### config.mk
export PLATFORM = sky130hd
export DESIGN_NAME = projectile_ctl
export DESIGN_NICKNAME = d
export VERILOG_FILES = /design/src/rtl/projectile_pkg.sv /design/src/rtl/projectile_ctl_tick_gen.sv /design/src/rtl/projectile_ctl.sv
export SDC_FILE = /design/constraint.sdc
export NUM_CORES = 1
export LEC_CHECK = 0
export BUFFER_PORTS_ARGS = -buffer_cell sky130_fd_sc_hd__buf_2
export CAP_MARGIN = 20
export CORE_MARGIN = 5
export CORE_UTILIZATION = 48
export DETAILED_ROUTE_END_ITERATION = 7
export PLACE_DENSITY = 0.78
export SYNTH_ARGS = -nofsm -noshare
export SYNTH_HDL_FRONTEND = slang
export SYNTH_SLANG_ARGS = --single-unit
### constraint.sdc
create_clock -name clk -period 5.6 [get_ports clk]
set_input_delay 1.12 -clock clk [delete_from_list [all_inputs] [get_ports clk]]
set_output_delay 1.12 -clock clk [all_outputs]
set_load 0.03 [all_outputs]
### src/rtl/projectile_pkg.sv
// projectile_pkg: shared state/mode encodings and default widths for the projectile controller.
package projectile_pkg;
  localparam int POS_W_D  = 12;
  localparam int VEL_W_D  = 10;
  localparam int FRAC_W_D = 4;
  typedef enum logic [1:0] {S_IDLE, S_FLIGHT, S_DONE} state_e;
  typedef enum logic {M_STOP, M_BOUNCE} mode_e;
endpackage

### src/rtl/projectile_ctl_tick_gen.sv
// tick_gen: TICK_DIV prescaler, restarted by clr_i, counting only while en_i is high.
module tick_gen #(
  parameter int TICK_DIV = 65000
) (
  input  logic clk,
  input  logic rst_n,
  input  logic clr_i,
  input  logic en_i,
  output logic tick_o
);
  localparam int CW = $clog2(TICK_DIV + 1);
  localparam logic [CW-1:0] LAST = CW'(TICK_DIV - 1);
  logic [CW-1:0] cnt_q;
  assign tick_o = en_i && cnt_q == LAST;
  always_ff @(posedge clk or negedge rst_n)
    if (!rst_n) cnt_q <= '0;
    else if (clr_i || tick_o) cnt_q <= '0;
    else if (en_i) cnt_q <= cnt_q + CW'(1);
endmodule

### src/rtl/projectile_ctl.sv
// projectile_ctl: fixed-point ballistic motion with wall reflection and ground stop/bounce.
module projectile_ctl
  import projectile_pkg::*;
#(
  parameter int POS_W    = POS_W_D,
  parameter int VEL_W    = VEL_W_D,
  parameter int FRAC_W   = FRAC_W_D,
  parameter int TICK_DIV = 65000,
  parameter int X_MIN    = 0,
  parameter int X_MAX    = 1023,
  parameter int Y_GROUND = 767,
  parameter int VY_STOP  = 16
) (
  input  logic                    clk,
  input  logic                    rst_n,
  input  logic                    start_i,
  input  logic                    abort_i,
  input  logic                    mode_i,
  input  logic [POS_W-1:0]        x0_i,
  input  logic [POS_W-1:0]        y0_i,
  input  logic signed [VEL_W-1:0] vx0_i,
  input  logic signed [VEL_W-1:0] vy0_i,
  input  logic signed [VEL_W-1:0] grav_i,
  output logic [POS_W-1:0]        x_pos_o,
  output logic [POS_W-1:0]        y_pos_o,
  output logic                    busy_o,
  output logic                    done_o,
  output logic                    hit_wall_o
);
  localparam int PW = POS_W + FRAC_W + 1;
  localparam logic signed [PW-1:0] XLO = PW'(X_MIN << FRAC_W);
  localparam logic signed [PW-1:0] XHI = PW'(X_MAX << FRAC_W);
  localparam logic signed [PW-1:0] YG  = PW'(Y_GROUND << FRAC_W);
  localparam logic signed [VEL_W-1:0] VMAX  = {1'b0, {(VEL_W-1){1'b1}}};
  localparam logic signed [VEL_W-1:0] VMIN  = {1'b1, {(VEL_W-1){1'b0}}};
  localparam logic signed [VEL_W-1:0] VSTOP = VEL_W'(VY_STOP);

  function automatic logic signed [VEL_W-1:0] sat_add(input logic signed [VEL_W-1:0] a,
                                                      input logic signed [VEL_W-1:0] b);
    logic [VEL_W:0] s;
    s = {a[VEL_W-1], a} + {b[VEL_W-1], b};
    return (s[VEL_W] != s[VEL_W-1]) ? (s[VEL_W] ? VMIN : VMAX) : s[VEL_W-1:0];
  endfunction

  state_e                  state_q;
  logic signed [PW-1:0]    x_q, y_q, x_s, y_s, x_n, y_n;
  logic signed [VEL_W-1:0] vx_q, vy_q, g_q, vx_n, vy_g, vy_b, vy_n;
  logic                    busy_q, done_q, hit_q;
  logic                    launch, tick, wall_lo, wall_hi, gnd, bounce, land;

  assign launch = state_q == S_IDLE && start_i && !abort_i;

  tick_gen #(.TICK_DIV(TICK_DIV)) u_tick (
    .clk    (clk),
    .rst_n  (rst_n),
    .clr_i  (launch),
    .en_i   (state_q == S_FLIGHT),
    .tick_o (tick)
  );

  // Position advances with pre-tick velocities; the bounce halves the post-gravity vy.
  always_comb begin
    x_s     = x_q + PW'(vx_q);
    y_s     = y_q + PW'(vy_q);
    vy_g    = sat_add(vy_q, g_q);
    wall_lo = x_s < XLO;
    wall_hi = x_s > XHI;
    x_n     = wall_lo ? XLO : wall_hi ? XHI : x_s;
    vx_n    = (wall_lo || wall_hi) ? (vx_q == VMIN ? VMAX : -vx_q) : vx_q;
    gnd     = y_s >= YG;
    y_n     = gnd ? YG : y_s;
    vy_b    = -(vy_g >>> 1);
    bounce  = gnd && mode_e'(mode_i) == M_BOUNCE;
    vy_n    = bounce ? vy_b : vy_g;
    land    = gnd && (!bounce || (vy_b < VSTOP && vy_b > -VSTOP));
  end

  always_ff @(posedge clk or negedge rst_n) begin
    if (!rst_n) begin
      state_q <= S_IDLE;
      x_q     <= '0;
      y_q     <= '0;
      vx_q    <= '0;
      vy_q    <= '0;
      g_q     <= '0;
      busy_q  <= 1'b0;
      done_q  <= 1'b0;
      hit_q   <= 1'b0;
    end else begin
      done_q <= 1'b0;
      hit_q  <= 1'b0;
      case (state_q)
        S_IDLE: if (launch) begin
          state_q <= S_FLIGHT;
          busy_q  <= 1'b1;
          x_q     <= PW'({1'b0, x0_i}) << FRAC_W;
          y_q     <= PW'({1'b0, y0_i}) << FRAC_W;
          vx_q    <= vx0_i;
          vy_q    <= vy0_i;
          g_q     <= grav_i;
        end
        S_FLIGHT: if (abort_i) begin
          state_q <= S_IDLE;
          busy_q  <= 1'b0;
        end else if (tick) begin
          x_q   <= x_n;
          y_q   <= y_n;
          vx_q  <= vx_n;
          vy_q  <= vy_n;
          hit_q <= wall_lo || wall_hi;
          if (land) begin
            state_q <= S_DONE;
            busy_q  <= 1'b0;
            done_q  <= 1'b1;
          end
        end
        default: state_q <= S_IDLE;
      endcase
    end
  end

  assign x_pos_o    = POS_W'(x_q >>> FRAC_W);
  assign y_pos_o    = POS_W'(y_q >>> FRAC_W);
  assign busy_o     = busy_q;
  assign done_o     = done_q;
  assign hit_wall_o = hit_q;
endmodule
After elaboration in Yosys (flattened, before gate mapping)
Index checks and enable logic that the tools add are counted.

Logic and storage cells: 93. Input port bits: 59. Flip-flop bits (word level): 85. Output and inout port bits: 27.

Reductions and logical operators: 19. Add/sub/neg operators: 6. Order comparisons: 5. Mux-type cells: 43. Equal/unequal tests: 10.

Operator list (number): 17-bit 2-to-1 mux (9); 10-bit 2-to-1 mux (11); 17-bit case mux with 2 select lines (2); 10-bit case mux with 2 select lines (2); 17-bit by 10-bit adder with 17-bit output (2); 16-bit 2-to-1 mux (2); 17-bit by 15-bit >= comparator with 1-bit output, second input constant (1); 17-bit by 15-bit greater-than comparator with 1-bit output, second input constant (1); 17-bit by 1-bit < comparator with 1-bit output, second input constant (1); 16-bit by 1-bit adder with 16-bit output, second input constant (1); 16-bit == test, second input constant (1); 10-bit by 10-bit adder with 11-bit output (1); 1-bit 2-to-1 mux (11); 10-bit == test, second input constant (1); 10-bit by 5-bit greater-than comparator with 1-bit output, second input constant (1); 10-bit by 6-bit < comparator with 1-bit output, second input constant (1); 10-bit negation (1); 9-bit negation with 10-bit output (1); 2-bit 2-to-1 mux (4); 4-bit AND reduction (2); 1-bit logical AND (6); 2-bit inequality test, second input constant (3); 3-bit inequality test, second input constant (2); 5-bit AND reduction (1); 11 further kinds (15).

Longest topological paths before layout
Gate-level depths: netlist of run 1.

Word-level depth: 12. Mapped depth: 17. Gate-level depth less buffers: 16.

By module
Synthesis of run 1 repeated with hierarchy kept, for this count alone.

Cells, all modules: 809. Area, all modules: 6837.8 um2.

Modules (own cells, without submodules): projectile_ctl (sequential area each 1701.6 um2, cells each 723, instances 1, area each 5988.2 um2); tick_gen (sequential area each 400.4 um2, cells each 86, instances 1, area each 849.6 um2).

Least setup slack after synthesis of run 1
OpenSTA, ideal clock, no wires.

Kind: register to register. From: reg vy_q[0]. To: reg busy_q (netlist: busy_o). Setup slack: 1.573 ns. Data arrival time: 3.887 ns. Setup time: 0.140 ns. Data required time: 5.460 ns. Cell stages (with the launch flop): 18. Buffers on the path: 1. Clock period less this slack: 4.027 ns. Cell sequence: dfrtp_1 -> ha_1 -> fa_1 -> a21oi_1 -> o221ai_2 -> a2111oi_1 -> o211a_1 -> nor2_1 -> a21oi_1 -> ha_1 -> clkbuf_1 -> o2111ai_1 -> mux2i_1 -> a2bb2oi_1 -> nor4_1 -> a21boi_1 -> a21oi_1 -> a221oi_1.

Cells in the longest elaborated chain, start to end: 10. Elaborated cells between the ends (all ways): 16. Classes of those cells: add/sub: 3; order compare: 3; eq/ne: 2; mux: 2; reduce/logical: 6.

RTL lines: from (decl) (RTL line projectile_ctl.sv:47) `logic signed [VEL_W-1:0] vx_q, vy_q, g_q, vx_n, vy_g, vy_b, vy_n;`; from (signal assigned) (RTL line projectile_ctl.sv:99) `vy_q <= vy0_i;`; from (signal assigned) (RTL line projectile_ctl.sv:109) `vy_q <= vy_n;`; 10-bit by 10-bit adder with 11-bit output (RTL line projectile_ctl.sv:41) `s = {a[VEL_W-1], a} + {b[VEL_W-1], b};`; 10-bit 2-to-1 mux or 1-bit inequality test (tied branches) (RTL line projectile_ctl.sv:42) `return (s[VEL_W] != s[VEL_W-1]) ? (s[VEL_W] ? VMIN : VMAX) : s[VEL_W-1:0];`; 10-bit 2-to-1 mux (RTL line projectile_ctl.sv:42); 9-bit negation with 10-bit output (RTL line projectile_ctl.sv:72) `vy_b = -(vy_g >>> 1);`; 10-bit by 6-bit < comparator with 1-bit output or 10-bit by 5-bit greater-than comparator with 1-bit output (tied branches) (RTL line projectile_ctl.sv:75) `land = gnd && (!bounce || (vy_b < VSTOP && vy_b > -VSTOP));`; 1-bit logical AND (RTL line projectile_ctl.sv:75); 1-bit logical OR (RTL line projectile_ctl.sv:75); 1-bit logical AND * (RTL line projectile_ctl.sv:75); 3-bit inequality test (no source line) *; 4-bit AND reduction (no source line) *; to (signal assigned) (RTL line projectile_ctl.sv:86) `busy_q <= 1'b0;`; to (signal assigned) (RTL line projectile_ctl.sv:95) `busy_q <= 1'b1;`; to (signal assigned) (RTL line projectile_ctl.sv:104) `busy_q <= 1'b0;`; to (decl) (RTL line projectile_ctl.sv:48) `logic busy_q, done_q, hit_q;`.

Every way passes the cells marked *; elsewhere a longest branch is shown, timed or not. A chain may end at the register's enable or synchronous reset.

Worst setup path after layout of run 1
Same ends and word-level chain as after synthesis.

==> results of run 1 <==
-- cells by family after synthesis --
family	count (synthesis)	synth area share (%)
multiplexers	4	0.589
flip-flops	84	30.0
AND/OR/NAND/NOR	315	21.6
XOR/XNOR	35	4.37
buffers and inverters	87	6.24
AO/OA/AOI/OAI	299	28.2
adder cells (fa/ha/maj)	49	9.06
-- per-layer routing --
layer | share of wire [%] | global-route usage [%]
met5 | 0.038 | 0
met3 | 6.4 | 4.02
met4 | 1.6 | 6.35
met1 | 46 | 30.6
met2 | 46 | 35.1
-- layout make-up --
class	instances	area, µm²	share of cell area (%)
Multi-Input combinational cell	702	4490	58.1
Sequential cell	84	2100	27.2
Timing Repair Buffer	94	515	6.67
Clock buffer	11	243	3.14
Tap cell	184	230	2.98
Inverter	24	90.1	1.17
Clock inverter	5	60.1	0.777
-- cells in the final DEF, fill, tap and decap left out, types with 15 or more instances in the layout --
cell                      synthesis  routed
sky130_fd_sc_hd__dfrtp_1         84      84
sky130_fd_sc_hd__o21ai_0         70      70
sky130_fd_sc_hd__or3_1           19      19
sky130_fd_sc_hd__nor2_1          68      67
sky130_fd_sc_hd__ha_1            46      46
sky130_fd_sc_hd__nand2_1        105     105
sky130_fd_sc_hd__buf_2            5      84
sky130_fd_sc_hd__nor3_1          16      15
sky130_fd_sc_hd__a31oi_1         15      15
sky130_fd_sc_hd__nand4_1         15      15
sky130_fd_sc_hd__a21o_1          21      21
sky130_fd_sc_hd__xnor2_1         21      21
sky130_fd_sc_hd__a21oi_1         88      88
sky130_fd_sc_hd__nand3_1         36      36
sky130_fd_sc_hd__inv_1           24      24
-- Yosys cell counts (4+ instances only) --
master,count,area share (%)
sky130_fd_sc_hd__nand2_1,105,5.6
sky130_fd_sc_hd__a21oi_1,88,6.3
sky130_fd_sc_hd__dfrtp_1,84,30
sky130_fd_sc_hd__o21ai_0,70,5.0
sky130_fd_sc_hd__nor2_1,68,3.6
sky130_fd_sc_hd__ha_1,46,8.2
sky130_fd_sc_hd__nand3_1,36,2.6
sky130_fd_sc_hd__clkbuf_1,30,1.6
sky130_fd_sc_hd__buf_4,26,2.8
sky130_fd_sc_hd__inv_1,24,1.3
sky130_fd_sc_hd__a21o_1,21,2.2
sky130_fd_sc_hd__xnor2_1,21,2.6
sky130_fd_sc_hd__or3_1,19,1.7
sky130_fd_sc_hd__nor3_1,16,1.1
sky130_fd_sc_hd__a31oi_1,15,1.3
sky130_fd_sc_hd__nand4_1,15,1.3
sky130_fd_sc_hd__o21a_1,14,1.5
sky130_fd_sc_hd__xor2_1,14,1.7
sky130_fd_sc_hd__o211ai_1,10,1.1
sky130_fd_sc_hd__o31ai_1,8,0.86
sky130_fd_sc_hd__a211oi_1,7,0.75
sky130_fd_sc_hd__and3_1,7,0.62
sky130_fd_sc_hd__nor4_1,7,0.62
sky130_fd_sc_hd__o211a_1,7,1.0
sky130_fd_sc_hd__or2_2,7,0.62
sky130_fd_sc_hd__and2_1,6,0.54
sky130_fd_sc_hd__buf_2,5,0.36
sky130_fd_sc_hd__nand2b_1,5,0.45
sky130_fd_sc_hd__nor3b_1,5,0.54
sky130_fd_sc_hd__o2111ai_1,5,0.62
sky130_fd_sc_hd__nor2b_1,4,0.36
sky130_fd_sc_hd__o21ai_1,4,0.29
-- final timing paths --
path | start | endpoint | cells past startpoint
setup / recovery | vy_q[0]$_DFFE_PN0P_ | busy_o$_DFFE_PN0P_ | 16
hold / removal | g_q[4]$_DFFE_PN0P_ | g_q[4]$_DFFE_PN0P_ | 2
setup reg to reg | vy_q[0]$_DFFE_PN0P_ | busy_o$_DFFE_PN0P_ | 16
hold reg to reg | g_q[4]$_DFFE_PN0P_ | g_q[4]$_DFFE_PN0P_ | 2
max in group asynchronous | rst_n | u_tick.cnt_q[15]$_DFFE_PN0P_ | 2
min in group asynchronous | rst_n | vx_q[7]$_DFFE_PN0P_ | 1
-- power by group --
group,switching [mW],internal (mW),total [mW]
Clock,0.267,0.360,0.627
Combinational,1.48,0.922,2.40
Sequential,0.149,0.735,0.884
Total,1.89,2.02,3.91
-- stage by stage --
stage / instances / total power, mW
3_3_place_gp: 1087 / 3.21
5_1_grt: 1104 / 4.21
2_1_floorplan: 873 / 2.81
3_5_place_dp: 1087 / 3.25
4_1_cts: 1103 / 3.90
6_report: 1104 / 3.91
-- state kept, by name, summed over array words and instances, names as in the netlist --
| register | count |
|---|---|
| y_q | 17 |
| state_q | 2 |
| vx_q | 10 |
| hit_wall_o | 1 |
| vy_q | 10 |
| u_tick.cnt_q | 16 |
| g_q | 10 |
| x_q | 16 |
| busy_o | 1 |
| done_o | 1 |
-- worst reg2reg max path: stages, from the launching register on --
cell and delay, ns:
sky130_fd_sc_hd__dfrtp_1 0.41, sky130_fd_sc_hd__ha_1 0.25, sky130_fd_sc_hd__fa_1 0.44, sky130_fd_sc_hd__a21oi_1 0.25
sky130_fd_sc_hd__o221ai_2 0.20, sky130_fd_sc_hd__a2111oi_1 0.52, sky130_fd_sc_hd__o211a_1 0.28, sky130_fd_sc_hd__nor2_1 0.11
sky130_fd_sc_hd__a21oi_1 0.31, sky130_fd_sc_hd__ha_1 0.42, sky130_fd_sc_hd__o2111ai_1 0.20, sky130_fd_sc_hd__mux2i_1 0.18
sky130_fd_sc_hd__a2bb2oi_1 0.11, sky130_fd_sc_hd__nor4_1 0.25, sky130_fd_sc_hd__a21boi_1 0.13, sky130_fd_sc_hd__a21oi_1 0.22
sky130_fd_sc_hd__a221oi_1 0.11
==> insert_results.sql, run 1 <==
INSERT INTO impl_metrics (metric_group, metric, value, unit) VALUES
('floorplan', 'placement_rows', '44', ''),
('timing', 'final_max_slew_viol_count', '0', ''),
('routing', 'drtAntennaViolNets', '0', ''),
('finish', 'area_growth', '10.2', '%'),
('routing', 'first_iter_violations', '589', ''),
('floorplan', 'design.core.area', '14400', 'µm²'),
('clock_tree', 'ctsHoldBuffers', '0', ''),
('worst_setup_path', 'crit_path_top_delay_cell', 'sky130_fd_sc_hd__a2111oi_1', ''),
('yosys', 'synth_area_per_cell', '8.04', 'µm²'),
('worst_setup_path', 'cells_along_the_critical_path', 'ha_1 > fa_1 > a21oi_1 > o221ai_2 > a2111oi_1 > o211a_1 > nor2_1 > a21oi_1 > ha_1 > o2111ai_1 > mux2i_1 > a2bb2oi_1 > nor4_1 > a21boi_1 > a21oi_1 > a221oi_1', ''),
('pwr', 'vdd_drop_max', '0.187', 'mV'),
('timing', 'final_period_minus_worst_setup_slack', '4.55', 'ns'),
('clock_tree', 'clock_sinks', '84', ''),
('clock_tree', 'post-cts-setup-buffer-count', '0', ''),
('grt', 'first_pass_grt_wire_length', '30200', 'µm'),
('grt', 'antenna_found_initial', '1', ''),
('clock_tree', 'cts-buffers-inserted', '9', ''),
('clock_tree', 'cts.path.max_buffers', '2', ''),
('finish', 'drive_gt1_share', '15.9', '%'),
('worst_setup_path', 'worstPathMaxFanout', '10', ''),
('finish', 'antenna_cells_inserted', '0', ''),
('timing', 'setup_viol', '0', ''),
('clock_tree', 'ctsResizeCount', '0', ''),
('timing', 'clock_skew', '0.00559', 'ns'),
('timing', 'max_freq', '220', 'MHz'),
('timing', 'worst_slew_pin_tran', '1.13', 'ns'),
('timing', 'fin_tns_setup', '0', 'ns'),
('routing', 'route.final.wire_length', '18500', 'µm'),
('timing', 'grt_setup_unrepaired', 'false', ''),
('placed_design', 'dp_hpwl', '13600', 'µm'),
('timing', 'hold_violation_count_in_the_final_report', '0', ''),
('finish', 'layout.core_utilization', '53.6', '%'),
('worst_setup_path', 'data_arrival_time_of_the_critical_path', '4.75', 'ns'),
('routing', 'via_count', '6638', ''),
('yosys', 'synth_top_flop_cell', 'sky130_fd_sc_hd__dfrtp_1', ''),
('clock_tree', 'path_clk_slew', '0.07', 'ns'),
('hold_path', 'hold_path.class', 'reg -> reg', ''),
('routing', 'count_of_unresolved_drc_violations_after_routing', '0', ''),
('grt', 'grt_pass1_vias', '6161', ''),
('worst_setup_path', 'critPathKind', 'reg -> reg', ''),
('floorplan', 'design.portCount', '86', ''),
('worst_setup_path', 'family_with_the_most_delay_on_the_worst_path', 'compound AO/OA/AOI/OAI gates', ''),
('yosys', 'number_of_distinct_library_cells_after_synthesis', '84', ''),
('yosys', 'synthArstFlopShare', '100', '%'),
('yosys', 'synth-warning-count', '0', ''),
('job', 'max_cap_violations', '0', ''),
('clock_tree', 'clockRootBuffer', 'sky130_fd_sc_hd__clkbuf_16', ''),
('finish', 'design.final.nets', '1023', ''),
('timing', 'max-slew-margin-rel', '24.0', '%'),
('worst_setup_path', 'critical_path.max_stage_delay', '0.52', 'ns'),
('placed_design', 'post-place-ws', '1.13', 'ns'),
('yosys', 'ys_seq_elements', '84', ''),
('yosys', 'syn_inst', '873', ''),
('routing', 'avgRoutedWirePerCell', '16.7', 'µm'),
('clock_tree', 'h-tree-depth', '3', ''),
('status', 'outcome', 'finished, final reports clean', ''),
('finish', 'final_area', '7730', 'µm²'),
('pwr', 'p_per_area', '506', 'nW/µm²'),
('timing', 'hold_slack', '0.479', 'ns'),
('worst_setup_path', 'worst-endpoint-required', '5.80', 'ns'),
('placed_design', 'place.gp.congestion', '0.921', ''),
('routing', 'route.detailed.vias_per_inst', '6.01', ''),
('grt', 'total_global_route_track_usage', '22.0', '%'),
('timing', 'setup_ws_post_layout', '1.05', 'ns'),
('floorplan', 'die_width', '131', 'µm'),
('yosys', 'syn_nets', '981', ''),
('placed_design', 'placed_area', '7400', 'µm²'),
('clock_tree', 'cts_tree', 'done', ''),
('routing', 'dr_pass1_iterations', '5', ''),
('grt', 'grt_start_max_net_pins', '85', ''),
('yosys', 'seq_area_frac_synth', '30.0', '%');
Power figures use the tool's default switching activity.
==> run 2, diff against run 1 <==
==> constraint.sdc (replaced) <==
create_clock -name clk -period 4.7 [get_ports clk]
set_input_delay 0.94 -clock clk [delete_from_list [all_inputs] [get_ports clk]]
set_output_delay 0.94 -clock clk [all_outputs]
set_load 0.03 [all_outputs]
==> run 2 against run 1 <==
Wire length increased by 0.36%; first-iteration DRC count is 16% higher; count of clock-buffer cells in the layout rose by 1; critical path depth unchanged; design area grew 0.26%; critical endpoint unchanged; global-route usage rose by 0.28 points; via count up 0.86%.
==> insert_results.sql, run 2 (synthesized netlist as in run 1, its figures left out) <==
INSERT INTO impl_metrics (metric_group, metric, value, unit) VALUES
('worst_setup_path', 'worst_r2r_endpoint', 'busy_o$_DFFE_PN0P_', ''),
('finish', 'registers_with_the_most_flip_flops', 'y_q x17, u_tick.cnt_q x16, x_q x16', ''),
('pwr', 'power.static_leakage', '3.50', 'nW'),
('clock_tree', 'cts_tree', 'done', ''),
('worst_setup_path', 'family_with_the_most_delay_on_the_worst_path', 'compound AO/OA/AOI/OAI gates', ''),
('grt', 'first_pass_grt_wire_length', '30600', 'µm'),
('clock_tree', 'path_clk_slew', '0.07', 'ns'),
('grt', 'grt_most_used_layer', 'met2', ''),
('worst_setup_path', 'crit_path_top_delay_cell', 'sky130_fd_sc_hd__a2111oi_2', ''),
('routing', 'first_iter_violations', '681', ''),
('routing', 'count_of_unresolved_drc_violations_after_routing', '0', ''),
('timing', 'setup_viol', '0', ''),
('timing', 'max_freq', '235', 'MHz'),
('timing', 'hold_violation_count_in_the_final_report', '0', ''),
('timing', 'worst_slew_pin_tran', '0.927', 'ns'),
('grt', 'met3_track_usage_gr', '3.82', '%'),
('floorplan', 'initial_utilization', '48.6', '%'),
('worst_setup_path', 'worst_path_buffer_plus_inverter_count', '0', ''),
('timing', 'min_period_over_period', '90.7', '%'),
('routing', 'avgRoutedWirePerCell', '16.7', 'µm'),
('worst_setup_path', 'cp-start-kind', 'register', ''),
('grt', 'grt_remaining_overflow', '0', ''),
('finish', 'design.final.nets', '1027', ''),
('clock_tree', 'ctsHoldBuffers', '0', ''),
('timing', 'max-slew-margin-rel', '37.4', '%'),
('worst_setup_path', 'worst_r2r_startpoint', 'vy_q[0]$_DFFE_PN0P_', ''),
('clock_tree', 'h-tree-depth', '3', ''),
('finish', 'largest_register_ff_count', '17', ''),
('grt', 'global_route.usage.met2', '35.6', '%'),
('floorplan', 'die_h', '131', 'µm'),
('placed_design', 'placed_area', '7430', 'µm²'),
('floorplan', 'die_width', '131', 'µm'),
('timing', 'final_period_minus_worst_setup_slack', '4.26', 'ns'),
('finish', 'largest_register', 'y_q', ''),
('routing', 'drtAntennaViolNets', '0', ''),
('timing', 'fin_tns_setup', '0', 'ns'),
('floorplan', 'design.portCount', '86', ''),
('pwr', 'p_sw', '2.27', 'mW'),
('clock_tree', 'cts.path.max_buffers', '2', ''),
('clock_tree', 'clockRootBuffer', 'sky130_fd_sc_hd__clkbuf_16', ''),
('worst_setup_path', 'critPathKind', 'reg -> reg', ''),
('routing', 'via_count', '6695', ''),
('floorplan', 'dieArea', '17100', 'µm²'),
('status', 'outcome', 'finished, final reports clean', ''),
('grt', 'total_global_route_track_usage', '22.3', '%'),
('worst_setup_path', 'rrSetupSlack', '0.44', 'ns'),
('finish', 'area_growth', '10.5', '%'),
('floorplan', 'placement_rows', '44', ''),
('hold_path', 'hold_path.class', 'in -> async', ''),
('finish', 'layout_common_cells', 'sky130_fd_sc_hd__nand2_1 (105), sky130_fd_sc_hd__a21oi_1 (88), sky130_fd_sc_hd__dfrtp_1 (84), sky130_fd_sc_hd__buf_2 (84), sky130_fd_sc_hd__o21ai_0 (70)', ''),
('grt', 'antenna_found_initial', '1', ''),
('worst_setup_path', 'path_common_cell', 'sky130_fd_sc_hd__a21oi_1', ''),
('pwr', 'p_per_area', '602', 'nW/µm²'),
('worst_setup_path', 'cells_along_the_critical_path', 'ha_1 > fa_1 > a21oi_1 > o221ai_2 > a2111oi_2 > o211a_1 > nor2_1 > a21oi_1 > ha_1 > o2111ai_1 > mux2i_1 > a2bb2oi_1 > nor4_1 > a21boi_1 > a21oi_1 > a221oi_1', ''),
('worst_setup_path', 'r2r_cells', '16', ''),
('grt', 'use_met1', '30.5', '%'),
('timing', 'final_max_slew_viol_count', '0', ''),
('placed_design', 'place.gp.congestion', '0.921', ''),
('pwr', 'power.share.switching', '48.6', '%'),
('pwr', 'pwr-share-comb', '62.3', '%'),
('clock_tree', 'clk_latency', '0.35', 'ns'),
('finish', 'antenna_cells_inserted', '0', ''),
('finish', 'drive_gt1_share', '16.3', '%'),
('pwr', 'power_frac_seq', '22.5', '%'),
('routing', 'route.detailed.vias_per_inst', '6.04', ''),
('timing', 'clock_skew', '0.0105', 'ns'),
('worst_setup_path', 'critical_path.endpoint_type', 'register', ''),
('routing', 'dr_pass1_iterations', '6', ''),
('pwr', 'vdd_drop_max', '0.219', 'mV'),
('timing', 'grt_setup_unrepaired', 'false', ''),
('job', 'max_cap_violations', '0', ''),
('finish', 'final_area', '7750', 'µm²'),
('worst_setup_path', 'data_arrival_time_of_the_critical_path', '4.46', 'ns'),
('grt', 'grt_pass1_vias', '6344', ''),
('worst_setup_path', 'critical_path.max_stage_delay', '0.46', 'ns'),
('clock_tree', 'clock_sinks', '84', ''),
('placed_design', 'dp_hpwl', '13500', 'µm'),
('worst_setup_path', 'worst-endpoint-required', '4.90', 'ns'),
('floorplan', 'design.core.area', '14400', 'µm²'),
('pwr', 'intPower', '2.40', 'mW'),
('clock_tree', 'cts-buffers-inserted', '9', ''),
('finish', 'mostFrequentLayoutCell', 'sky130_fd_sc_hd__nand2_1', ''),
('grt', 'grt_start_max_net_pins', '85', ''),
('pwr', 'relative_contribution_of_the_clock_network_to_total_power', '15.1', '%'),
('worst_setup_path', 'worstPathMaxFanout', '5', ''),
('routing', 'route.final.wire_length', '18500', 'µm'),
('placed_design', 'buffer_ports.inserted', '85', ''),
('clock_tree', 'post-cts-setup-buffer-count', '0', '');
## run 2: power by group through the flow
stage / Combinational, mW / Clock [mW] / Sequential (mW)
4_1_cts: 2.87 / 0.717 / 1.05
3_3_place_gp: 2.81 / 0 / 1.06
5_1_grt: 3.23 / 0.744 / 1.07
3_5_place_dp: 2.85 / 0 / 1.06
6_report: 2.91 / 0.706 / 1.05
2_1_floorplan: 2.34 / 0 / 1.01
## run 2: worst register-to-register path, cell delays in order, from the launching register on
cell	delay, ns
sky130_fd_sc_hd__dfrtp_1	0.41
sky130_fd_sc_hd__ha_1	0.25
sky130_fd_sc_hd__fa_1	0.44
sky130_fd_sc_hd__a21oi_1	0.24
sky130_fd_sc_hd__o221ai_2	0.21
sky130_fd_sc_hd__a2111oi_2	0.46
sky130_fd_sc_hd__o211a_1	0.27
sky130_fd_sc_hd__nor2_1	0.12
sky130_fd_sc_hd__a21oi_1	0.32
sky130_fd_sc_hd__ha_1	0.23
sky130_fd_sc_hd__o2111ai_1	0.14
sky130_fd_sc_hd__mux2i_1	0.18
sky130_fd_sc_hd__a2bb2oi_1	0.09
sky130_fd_sc_hd__nor4_1	0.29
sky130_fd_sc_hd__a21boi_1	0.16
sky130_fd_sc_hd__a21oi_1	0.21
sky130_fd_sc_hd__a221oi_1	0.10
## run 2: worst max-delay path by stage
| stage | slack, ns | end | depth (start not counted) | start |
|---|---|---|---|---|
| global route | 0.01 | busy_o$_DFFE_PN0P_ | 16 | vy_q[0]$_DFFE_PN0P_ |
| detailed placement | 0.44 | busy_o$_DFFE_PN0P_ | 16 | vy_q[0]$_DFFE_PN0P_ |
| floorplan | 0.67 | busy_o$_DFFE_PN0P_ | 17 | vy_q[0]$_DFFE_PN0P_ |
| global placement | 0.59 | busy_o$_DFFE_PN0P_ | 16 | vy_q[0]$_DFFE_PN0P_ |
| CTS | 0.42 | busy_o$_DFFE_PN0P_ | 16 | vy_q[0]$_DFFE_PN0P_ |
| finish | 0.44 | busy_o$_DFFE_PN0P_ | 16 | vy_q[0]$_DFFE_PN0P_ |
## run 2: through the flow
step                      setup slack, ns  util, %  std cells  hold WS, ns  power, mW
after floorplan                     0.673        -        873        0.446       3.35
after global placement              0.586     51.5       1091        0.464       3.87
after detailed placement            0.442     51.5       1091        0.467       3.91
after CTS                           0.418     53.5       1107        0.484       4.63
after global routing               0.0104     53.7       1108        0.484       5.05
final                               0.438     53.7       1108        0.467       4.67
## run 2: cell type report
cell class,count,area [µm²]
tap,184,230
inverter,24,90.1
clock inverter,4,31.3
multi-input combinational,702,4500
fill,1391,6670
timing repair buffer,98,546
sequential,84,2100
clock buffer,12,256
## run 2: layer usage
layer | wire [µm] | vias up
met2 | 8490 | 223
met1 | 8420 | 3140
met3 | 1230 | 32
met4 | 376 | 2
li1 | - | 3298
met5 | 11 | -
## run 2: timing repair
action | CTS | global route
endpoints found under the hold margin | 0 | 0
endpoints found under the setup margin | 0 | 3
gates resized for setup | 0 | 1
==> run 3, diff against run 2 <==
--- a/config.mk
+++ b/config.mk
@@ -7,7 +7,6 @@
 export LEC_CHECK = 0
 export BUFFER_PORTS_ARGS = -buffer_cell sky130_fd_sc_hd__buf_2
 export CAP_MARGIN = 20
-export CORE_MARGIN = 5
 export CORE_UTILIZATION = 48
 export DETAILED_ROUTE_END_ITERATION = 7
 export PLACE_DENSITY = 0.78
==> run 3 against run 2 <==
Global-route usage up 2.9 points; register-to-register slack gained 0.06 ns; die area is 12% lower; combinational power is essentially flat; fmax up 1.3%; clock skew is 0.00051 ns lower; critical path type unchanged; critical endpoint unchanged; largest power group unchanged.
==> insert_results.sql, run 3 (synthesized netlist as in run 1, its figures left out) <==
INSERT INTO impl_metrics (metric_group, metric, value, unit) VALUES
('floorplan', 'dieArea', '15100', 'µm²'),
('clock_tree', 'path_clk_slew', '0.07', 'ns'),
('clock_tree', 'clk_latency', '0.36', 'ns'),
('grt', 'first_pass_grt_wire_length', '29800', 'µm'),
('status', 'outcome', 'finished, final reports clean', ''),
('worst_setup_path', 'path_common_cell', 'sky130_fd_sc_hd__a21oi_1', ''),
('placed_design', 'dp_hpwl', '13400', 'µm'),
('placed_design', 'buffer_ports.inserted', '85', ''),
('grt', 'grt_start_max_net_pins', '59', ''),
('pwr', 'vdd_drop_max', '0.231', 'mV'),
('worst_setup_path', 'worst_r2r_endpoint', 'busy_o$_DFFE_PN0P_', ''),
('routing', 'route.final.wire_length', '18300', 'µm'),
('clock_tree', 'clock_sinks', '84', ''),
('worst_setup_path', 'cells_along_the_critical_path', 'ha_1 > fa_1 > a21oi_1 > o221ai_2 > a2111oi_2 > o211a_1 > nor2_1 > a21oi_1 > ha_1 > o2111ai_1 > mux2i_1 > a2bb2oi_1 > nor4_1 > a21boi_1 > a21oi_1 > a221oi_1', ''),
('finish', 'largest_register', 'y_q', ''),
('timing', 'grt_setup_unrepaired', 'false', ''),
('routing', 'count_of_unresolved_drc_violations_after_routing', '0', ''),
('hold_path', 'hold_path.class', 'reg -> reg', ''),
('worst_setup_path', 'worst_r2r_startpoint', 'vy_q[0]$_DFFE_PN0P_', ''),
('routing', 'avgRoutedWirePerCell', '16.6', 'µm'),
('clock_tree', 'clockRootBuffer', 'sky130_fd_sc_hd__clkbuf_16', ''),
('routing', 'drtAntennaViolNets', '0', ''),
('routing', 'first_iter_violations', '564', ''),
('finish', 'final_area', '7740', 'µm²'),
('grt', 'grt_remaining_overflow', '0', ''),
('worst_setup_path', 'cp-startpoint', 'vy_q[0]$_DFFE_PN0P_', ''),
('worst_setup_path', 'critPathKind', 'reg -> reg', ''),
('clock_tree', 'cts_tree', 'done', ''),
('grt', 'total_global_route_track_usage', '25.1', '%'),
('routing', 'dr_pass1_iterations', '5', ''),
('pwr', 'power.share.switching', '48.6', '%'),
('clock_tree', 'h-tree-depth', '3', ''),
('clock_tree', 'cts.path.max_buffers', '2', ''),
('pwr', 'pwr-share-comb', '62.0', '%'),
('pwr', 'power.static_leakage', '3.49', 'nW'),
('routing', 'route.detailed.vias_per_inst', '6.08', ''),
('finish', 'layout_common_cells', 'sky130_fd_sc_hd__nand2_1 (105), sky130_fd_sc_hd__a21oi_1 (88), sky130_fd_sc_hd__dfrtp_1 (84), sky130_fd_sc_hd__buf_2 (84), sky130_fd_sc_hd__o21ai_0 (70)', ''),
('worst_setup_path', 'critical_path.endpoint_type', 'register', ''),
('worst_setup_path', 'critical_path.max_stage_delay', '0.45', 'ns'),
('job', 'max_cap_violations', '0', ''),
('hold_path', 'whs_path_depth', '2', ''),
('floorplan', 'design.core.area', '14000', 'µm²'),
('placed_design', 'placed_area', '7430', 'µm²'),
('finish', 'largest_register_ff_count', '17', ''),
('timing', 'hold_violation_count_in_the_final_report', '0', ''),
('worst_setup_path', 'crit_path_top_delay_cell', 'sky130_fd_sc_hd__a2111oi_2', ''),
('worst_setup_path', 'family_with_the_most_delay_on_the_worst_path', 'compound AO/OA/AOI/OAI gates', ''),
('timing', 'final_max_slew_viol_count', '0', ''),
('timing', 'final_period_minus_worst_setup_slack', '4.21', 'ns'),
('worst_setup_path', 'worst_path_buffer_plus_inverter_count', '0', ''),
('floorplan', 'die_width', '123', 'µm'),
('pwr', 'intPower', '2.42', 'mW'),
('floorplan', 'initial_utilization', '50.0', '%'),
('finish', 'drive_gt1_share', '16.5', '%'),
('pwr', 'power_frac_seq', '22.1', '%'),
('placed_design', 'place.gp.congestion', '0.961', ''),
('floorplan', 'placement_rows', '43', ''),
('timing', 'max-slew-margin-rel', '37.3', '%'),
('routing', 'via_count', '6709', ''),
('finish', 'area_growth', '10.3', '%'),
('worst_setup_path', 'worstPathMaxFanout', '5', ''),
('worst_setup_path', 'cp-start-kind', 'register', ''),
('timing', 'worst_slew_pin_tran', '0.928', 'ns'),
('floorplan', 'die_h', '123', 'µm'),
('worst_setup_path', 'data_arrival_time_of_the_critical_path', '4.40', 'ns'),
('worst_setup_path', 'worst-endpoint-required', '4.90', 'ns'),
('pwr', 'relative_contribution_of_the_clock_network_to_total_power', '15.8', '%'),
('timing', 'fin_tns_setup', '0', 'ns'),
('pwr', 'p_sw', '2.29', 'mW'),
('clock_tree', 'cts-buffers-inserted', '9', ''),
('worst_setup_path', 'setup.worst_path.end', 'busy_o$_DFFE_PN0P_', ''),
('worst_setup_path', 'critical_path_cell_count', '16', ''),
('grt', 'grt_pass1_vias', '6224', ''),
('finish', 'registers_with_the_most_flip_flops', 'y_q x17, u_tick.cnt_q x16, x_q x16', ''),
('worst_setup_path', 'r2r_cells', '16', ''),
('timing', 'setup_viol', '0', ''),
('timing', 'min_period_over_period', '89.5', '%'),
('timing', 'clock_skew', '0.0100', 'ns'),
('finish', 'antenna_cells_inserted', '0', ''),
('worst_setup_path', 'rrSetupSlack', '0.49', 'ns'),
('finish', 'mostFrequentLayoutCell', 'sky130_fd_sc_hd__nand2_1', ''),
('finish', 'design.final.nets', '1027', ''),
('floorplan', 'design.portCount', '86', ''),
('pwr', 'p_per_area', '609', 'nW/µm²'),
('clock_tree', 'post-cts-setup-buffer-count', '0', ''),
('timing', 'max_freq', '238', 'MHz'),
('grt', 'antenna_found_initial', '0', '');
==> run 3: changes by cell type in the layout (fill, tap and decap cells not counted) <==
cell	previous run	this run
sky130_fd_sc_hd__clkbuf_8	2	0
sky130_fd_sc_hd__buf_16	1	0
sky130_fd_sc_hd__buf_4	13	14
sky130_fd_sc_hd__bufinv_16	0	1
sky130_fd_sc_hd__clkbuf_1	1	0
sky130_fd_sc_hd__clkinv_2	1	2
sky130_fd_sc_hd__clkinv_4	2	1
sky130_fd_sc_hd__clkinvlp_4	0	1
sky130_fd_sc_hd__inv_6	1	2
==> run 3: how the worst min path moves through the flow <==
stage                                       startpoint                           end
after floorplan           u_tick.cnt_q[12]$_DFFE_PN0P_  u_tick.cnt_q[12]$_DFFE_PN0P_
after global placement              g_q[3]$_DFFE_PN0P_            g_q[3]$_DFFE_PN0P_
after detailed placement            g_q[3]$_DFFE_PN0P_            g_q[3]$_DFFE_PN0P_
after CTS                           g_q[3]$_DFFE_PN0P_            g_q[3]$_DFFE_PN0P_
after global routing                g_q[2]$_DFFE_PN0P_            g_q[2]$_DFFE_PN0P_
final                               g_q[3]$_DFFE_PN0P_            g_q[3]$_DFFE_PN0P_
==> run 3: final cells by class <==
type,count,area (µm²)
tap,180,225
fill,1332,6300
inverter,24,90.1
sequential,84,2100
clock buffer,9,225
multi-input combinational,702,4500
timing repair buffer,98,526
clock inverter,7,73.8
==> run 3: metal layers <==
metal | up-vias | part of all wire (%) | GRT usage, %
met3 | 18 | 5.3 | 2.77
met5 | - | 0 | 0
met2 | 188 | 46 | 40.1
met1 | 3216 | 48 | 35.3
li1 | 3287 | - | -
met4 | 0 | 1.4 | 8.61
==> run 3: repair_timing <==
action | CTS | global route
hold buffers | 0 | 0
resized for setup | 0 | 1
endpoints found under the setup margin | 0 | 1
==> run 3: metrics by stage <==
stage / setup WS [ns] / util [%] / instances / total power, mW / hold WS [ns]
2_1_floorplan: 0.673 / - / 873 / 3.35 / 0.446
3_3_place_gp: 0.585 / 52.9 / 1087 / 3.89 / 0.464
3_5_place_dp: 0.448 / 52.9 / 1088 / 3.91 / 0.470
4_1_cts: 0.453 / 55.1 / 1104 / 4.67 / 0.486
5_1_grt: 0.0754 / 55.1 / 1104 / 5.09 / 0.509
6_report: 0.494 / 55.1 / 1104 / 4.71 / 0.487
==> run 3: power by group through the flow <==
stage / combinational, mW / clock [mW] / sequential, mW
global route: 3.24 / 0.776 / 1.07
floorplan: 2.34 / 0 / 1.01
finish: 2.92 / 0.746 / 1.04
detailed placement: 2.85 / 0 / 1.06
CTS: 2.87 / 0.751 / 1.04
global placement: 2.84 / 0 / 1.05
==> run 3: tightest hold or removal path, stage by stage, from the launching register on <==
cell	delay, ns
sky130_fd_sc_hd__dfrtp_1	0.35
sky130_fd_sc_hd__nand2_1	0.05
sky130_fd_sc_hd__nand2_1	0.05
